$ cat src/rtl/usb_rx_unstuff.sv
// usb_rx_unstuff: NRZI decoder and bit-unstuffer for the USB receive path.
// Each accepted sample is decoded against the previous line level; after
// STUFF_LEN consecutive decoded ones the next slot is treated as a stuff bit.
// That slot is dropped, and it is flagged as an error if it decodes as a 1.
module usb_rx_unstuff #(
  parameter int STUFF_LEN = 6
) (
  input  logic       clk,
  input  logic       rst,
  input  logic       rcv_active,
  input  logic       sample_en,
  input  logic       d_line,
  output logic       data_bit,
  output logic       shift_enable,
  output logic       stuff_err,
  output logic [2:0] ones_cnt
);

  typedef enum logic [1:0] {
    IDLE  = 2'd0,
    COUNT = 2'd1,
    DROP  = 2'd2
  } state_t;

  localparam logic [2:0] STUFF_LEN_W = 3'(STUFF_LEN);

  state_t     state_q, state_d;
  logic       prev_line_q, prev_line_d;
  logic       data_bit_q, data_bit_d;
  logic       shift_enable_q, shift_enable_d;
  logic       stuff_err_q, stuff_err_d;
  logic [2:0] ones_cnt_q, ones_cnt_d;
  logic       dec_bit;
  logic [2:0] ones_new;

  assign data_bit     = data_bit_q;
  assign shift_enable = shift_enable_q;
  assign stuff_err    = stuff_err_q;
  assign ones_cnt     = ones_cnt_q;

  // Next-state logic: decode the sample, count the run of ones, drop stuff slots.
  always_comb begin
    state_d        = state_q;
    prev_line_d    = prev_line_q;
    data_bit_d     = data_bit_q;
    shift_enable_d = 1'b0;
    stuff_err_d    = stuff_err_q;
    ones_cnt_d     = ones_cnt_q;
    // A level that did not change is a decoded 1.
    dec_bit        = (d_line == prev_line_q);
    ones_new       = dec_bit ? (ones_cnt_q + 3'd1) : 3'd0;

    if (!rcv_active) begin
      // Packet over or aborted: clear everything so the next packet starts clean,
      // including any pending stuff slot.
      state_d     = IDLE;
      prev_line_d = 1'b1;
      ones_cnt_d  = 3'd0;
      stuff_err_d = 1'b0;
    end else if (sample_en) begin
      // The line history advances on every accepted sample, stuff slots included.
      prev_line_d = d_line;
      if (state_q == DROP) begin
        ones_cnt_d = 3'd0;
        state_d    = COUNT;
        if (dec_bit) begin
          stuff_err_d = 1'b1;
        end
      end else begin
        // IDLE with rcv_active high behaves exactly like COUNT for this sample.
        shift_enable_d = 1'b1;
        data_bit_d     = dec_bit;
        ones_cnt_d     = ones_new;
        state_d        = (ones_new == STUFF_LEN_W) ? DROP : COUNT;
      end
    end else if (state_q == IDLE) begin
      state_d = COUNT;
    end
  end

  // State and registered outputs, with asynchronous reset to line-idle values.
  always_ff @(posedge clk or posedge rst) begin
    if (rst) begin
      state_q        <= IDLE;
      prev_line_q    <= 1'b1;
      data_bit_q     <= 1'b1;
      shift_enable_q <= 1'b0;
      stuff_err_q    <= 1'b0;
      ones_cnt_q     <= 3'd0;
    end else begin
      state_q        <= state_d;
      prev_line_q    <= prev_line_d;
      data_bit_q     <= data_bit_d;
      shift_enable_q <= shift_enable_d;
      stuff_err_q    <= stuff_err_d;
      ones_cnt_q     <= ones_cnt_d;
    end
  end

endmodule

$ cat config.mk
export PLATFORM = sky130hd
export DESIGN_NAME = usb_rx_unstuff
export DESIGN_NICKNAME = d
export VERILOG_FILES = /design/src/rtl/usb_rx_unstuff.sv
export SDC_FILE = /design/constraint.sdc
export NUM_CORES = 1
export LEC_CHECK = 0
export BUFFER_PORTS_ARGS = -buffer_cell sky130_fd_sc_hd__buf_2
export CORE_AREA = 5 5 42 44
export CTS_CLUSTER_SIZE = 24
export DETAILED_ROUTE_END_ITERATION = 10
export DIE_AREA = 0 0 47 49
export GPL_TIMING_DRIVEN = 0
export PLACE_DENSITY = 0.56
export SYNTH_ARGS = -nofsm -noshare
export SYNTH_HDL_FRONTEND = slang
export SYNTH_SLANG_ARGS = --single-unit
$ cat constraint.sdc
create_clock -name clk -period 1.5 [get_ports clk]
set_input_delay 0.225 -clock clk [delete_from_list [all_inputs] [get_ports clk]]
set_output_delay 0.225 -clock clk [all_outputs]
set_load 0.01 [all_outputs]
==> impl_summary.md <==
Power and ir drop
The worst-case IR drop observed on VDD is 0.407 mV. The power per cell area is 985 nW/um2. The leakage power summed over all cells is 0.000258 uW. The total net switching power is 124 uW. The share of power burned in the clock network is a little under two fifths. Of the total power, combinational logic draws 10.6%. The cell-internal power is 385 uW. The proportion of total power due to net switching is around 24%. Registers are responsible for 52.1% of the overall power.

Clock network
The total number of H-tree levels is 1. The library cell used as clock root buffer is sky130_fd_sc_hd__clkbuf_4. Once the clock tree was built, the resizer swapped 0 gates to a different size. Counting every sink on the clock net gives 9. The number of buffers on the longest clock path is 2. Clock tree synthesis inserted a total of 3 buffers.

The clock tree from TritonCTS is built. The CTS clock-pin slew for the worst setup and hold paths is 60 ps. The insertion delay to the later sink of the worst-skew pair is around 260 ps.

STA
The number of setup violations in the final report is 0. Dividing the final minimum period by the clock period gives a little over nine tenths. The highest clock frequency the design can meet is 0.712 GHz.

The slew of the pin with the lowest slew margin is 345 ps. The final hold violation count is 0. The final setup TNS is 0 ps. Setup repair after global routing left no endpoint under its margin. The normalized max-slew margin is 77.0%.

The setup skew after layout is 0.887 ps. The final max-slew violation count was 0. After layout, the minimum clock period comes to roughly 1400 ps.

Floorplan
The total number of placement rows is 14. The die area is 2300 um2. Measured along the x axis, the die boundary spans about 47 um. The count of boundary I/O pins is 11. The starting density of the core is 29.3%. The height of the die is 49 um. The floorplan core area is about 1400 um2.

Layout
The post-route netlist has between 30% and 40% of its cells at a drive strength greater than 1. The library cell used most frequently in the layout, excluding fill and tap cells, is sky130_fd_sc_hd__buf_2. The number of antenna diodes in the final layout is 0. From synthesis to final layout, the design area changed by 25.9%. The final design area excluding fillers is a little over 500 um2. In the layout the commonest cells are 10 x sky130_fd_sc_hd__buf_2, 7 x sky130_fd_sc_hd__dfrtp_1, 3 x sky130_fd_sc_hd__nand2_1, 3 x sky130_fd_sc_hd__clkbuf_4. The net count of the finished layout is 57. Measured on the finished design, the core utilization comes to 36.9%.

Placement
The number of port buffers is 10. Once placement finished, the instance area stood at 480 um2. At the end of routability-driven placement, the weighted congestion stood at between 0.6 and 0.7. The detailed-placement wirelength estimate is 553 um.

Route
In this run, the number of DRC markers left after iteration 0 of detailed routing was 5. After detailed routing, the number of remaining DRC violations is 0. The ratio of routed vias to standard cells is ~4.8. The count of nets left with antenna violations once routing finished came out at 0. The first detailed-routing pass took 4 iterations. The average detailed-routed wire length per instance is 11.0 um. The vias after detailed routing is 318.

The total length of routed wires is just over 700 um.

Yosys
Counting every instance in the synthesized netlist gives 35. The register bit total from synthesis is 9. The netlist area before placement is 410 um2. The sequential cell area fraction in the yosys report is 55.5%. Dividing the synthesized area by the synthesized cell count gives 11.7 um2. Yosys printed 0 warnings.

Counting every net in the synthesized netlist gives 41. Synthesis instantiated 23 different standard cells from the library.

Setup path
For the worst setup path, the data arrival time is 1560 ps. The critical path in this run is classified as flop to flop. Data on the critical path is required at its endpoint by 1650 ps. The logic depth of the worst register-to-register path is 4.

The worst setup path is launched from a flop. The capturing element type of the critical path is a flop. Of all nets on the critical path, the largest fanout is 5.

Run
The max-capacitance violation count is 0.

Global routing
The first-pass GRT wire length is 1200 um. The via count of the first global-routing pass is about 300. The aggregate global routing overflow is 0. The number of antenna violations at the first check in global routing is 0.

The combined global-route utilization of all metal layers is 7.58%. The maximum number of pins on one net before global-route repair is 10.

Hold path
Along the worst hold path, the cell count comes to 2. The path category of the worst min-delay check is primary input to flop.

Status
The run finished with clean final reports.
==> power by group through the flow <==
stage | clock network (uW) | logic, uW | registers [uW]
after floorplan | 0 | 25.3 | 274
after global placement | 0 | 53.3 | 269
after detailed placement | 0 | 53.5 | 270
after CTS | 196 | 55.4 | 265
after global routing | 206 | 60.1 | 267
final | 190 | 54.0 | 265
==> cell type report <==
class | instances | area (um2)
clock buffers | 4 | 26.3
fillers | 158 | 885
inverters | 2 | 7.51
multi-input cells | 24 | 175
flip-flops and latches | 9 | 228
well taps | 16 | 20.0
repair buffers | 11 | 60.1
==> layer usage <==
layer	track usage, %	vias up	share of wire [%]
met1	10.1	143	45
met2	9.28	17	42
li1	-	154	-
met5	0	-	0
met3	2.21	4	9.5
met4	6.91	0	2.8
==> state kept, by name, summed over array words and instances, names as in the netlist <==
name          cells
prev_line_q       1
state_q           2
data_bit          1
shift_enable      1
stuff_err         1
ones_cnt          3
==> cell usage after synthesis <==
library cell,number,area share [%]
sky130_fd_sc_hd__a32o_1,1,2.4
sky130_fd_sc_hd__nand2_1,3,2.7
sky130_fd_sc_hd__nor2b_1,1,1.5
sky130_fd_sc_hd__xnor2_1,1,2.1
sky130_fd_sc_hd__mux2i_1,1,2.4
sky130_fd_sc_hd__o21ai_0,2,2.4
sky130_fd_sc_hd__nand2b_4,1,3.4
sky130_fd_sc_hd__and3_1,1,1.5
sky130_fd_sc_hd__o211a_1,1,2.4
sky130_fd_sc_hd__or2b_2,1,2.1
sky130_fd_sc_hd__o21a_1,1,1.8
sky130_fd_sc_hd__nand2b_1,2,3.0
sky130_fd_sc_hd__a211o_1,1,2.1
sky130_fd_sc_hd__dfrtp_1,7,43
sky130_fd_sc_hd__a21oi_1,1,1.2
sky130_fd_sc_hd__a21o_1,1,1.8
sky130_fd_sc_hd__nor2_1,1,0.91
sky130_fd_sc_hd__ha_1,1,3.0
sky130_fd_sc_hd__a21boi_2,1,2.7
sky130_fd_sc_hd__nand4_1,1,1.5
sky130_fd_sc_hd__nand3_1,1,1.2
sky130_fd_sc_hd__inv_1,2,1.8
sky130_fd_sc_hd__dfstp_2,2,13
==> worst max-delay path, cell delays in order (launching register included) <==
cell and delay, ps:
sky130_fd_sc_hd__dfrtp_1 390, sky130_fd_sc_hd__ha_1 180, sky130_fd_sc_hd__or2b_2 310, sky130_fd_sc_hd__a211o_1 290, sky130_fd_sc_hd__o211a_1 130
==> repair_timing <==
action | CTS | global route
buffers inserted | 0 | 0
hold endpoints to repair | 7 | 0
hold buffers | 1 | 0
==> metrics by stage <==
| step | instances | power (uW) | hold WS [ps] | worst slack [ps] |
|---|---|---|---|---|
| 5_1_grt | 66 | 534 | 193 | 6.01 |
| 3_3_place_gp | 61 | 322 | 204 | 94.1 |
| 4_1_cts | 66 | 516 | 159 | 80.0 |
| 2_1_floorplan | 35 | 299 | 51.5 | 95.7 |
| 6_report | 66 | 509 | 161 | 94.8 |
| 3_5_place_dp | 61 | 323 | 203 | 88.9 |
==> path summary, 6_finish.rpt <==
kind | start | to | slack [ps]
max in group asynchronous | rst | prev_line_q$_DFFE_PP1P_ | 750
hold / removal | rcv_active | prev_line_q$_DFFE_PP1P_ | 160
setup / recovery | ones_cnt[0]$_DFFE_PP0P_ | state_q[0]$_DFFE_PP0P_ | 90
setup reg to reg | ones_cnt[0]$_DFFE_PP0P_ | state_q[0]$_DFFE_PP0P_ | 90
hold reg to reg | data_bit$_DFFE_PP1P_ | data_bit$_DFFE_PP1P_ | 490
min in group asynchronous | rst | stuff_err$_DFFE_PP0P_ | 460
==> kinds of logic (layout without fill, tap and decap cells) <==
group                      Yosys count  count (layout)  synth area share (%)
and+or+nand+nor                     12              12                  18.0
DFF                                  9               9                  55.5
xor gates and xnor gates             1               1                  2.13
adders and majority gates            1               1                  3.05
buffers and inverters                2              17                  1.83
AOI/OAI and AO/OA                    9               9                  17.1
muxes                                1               1                  2.44
Note: power is estimated with default switching activity, not from simulation.
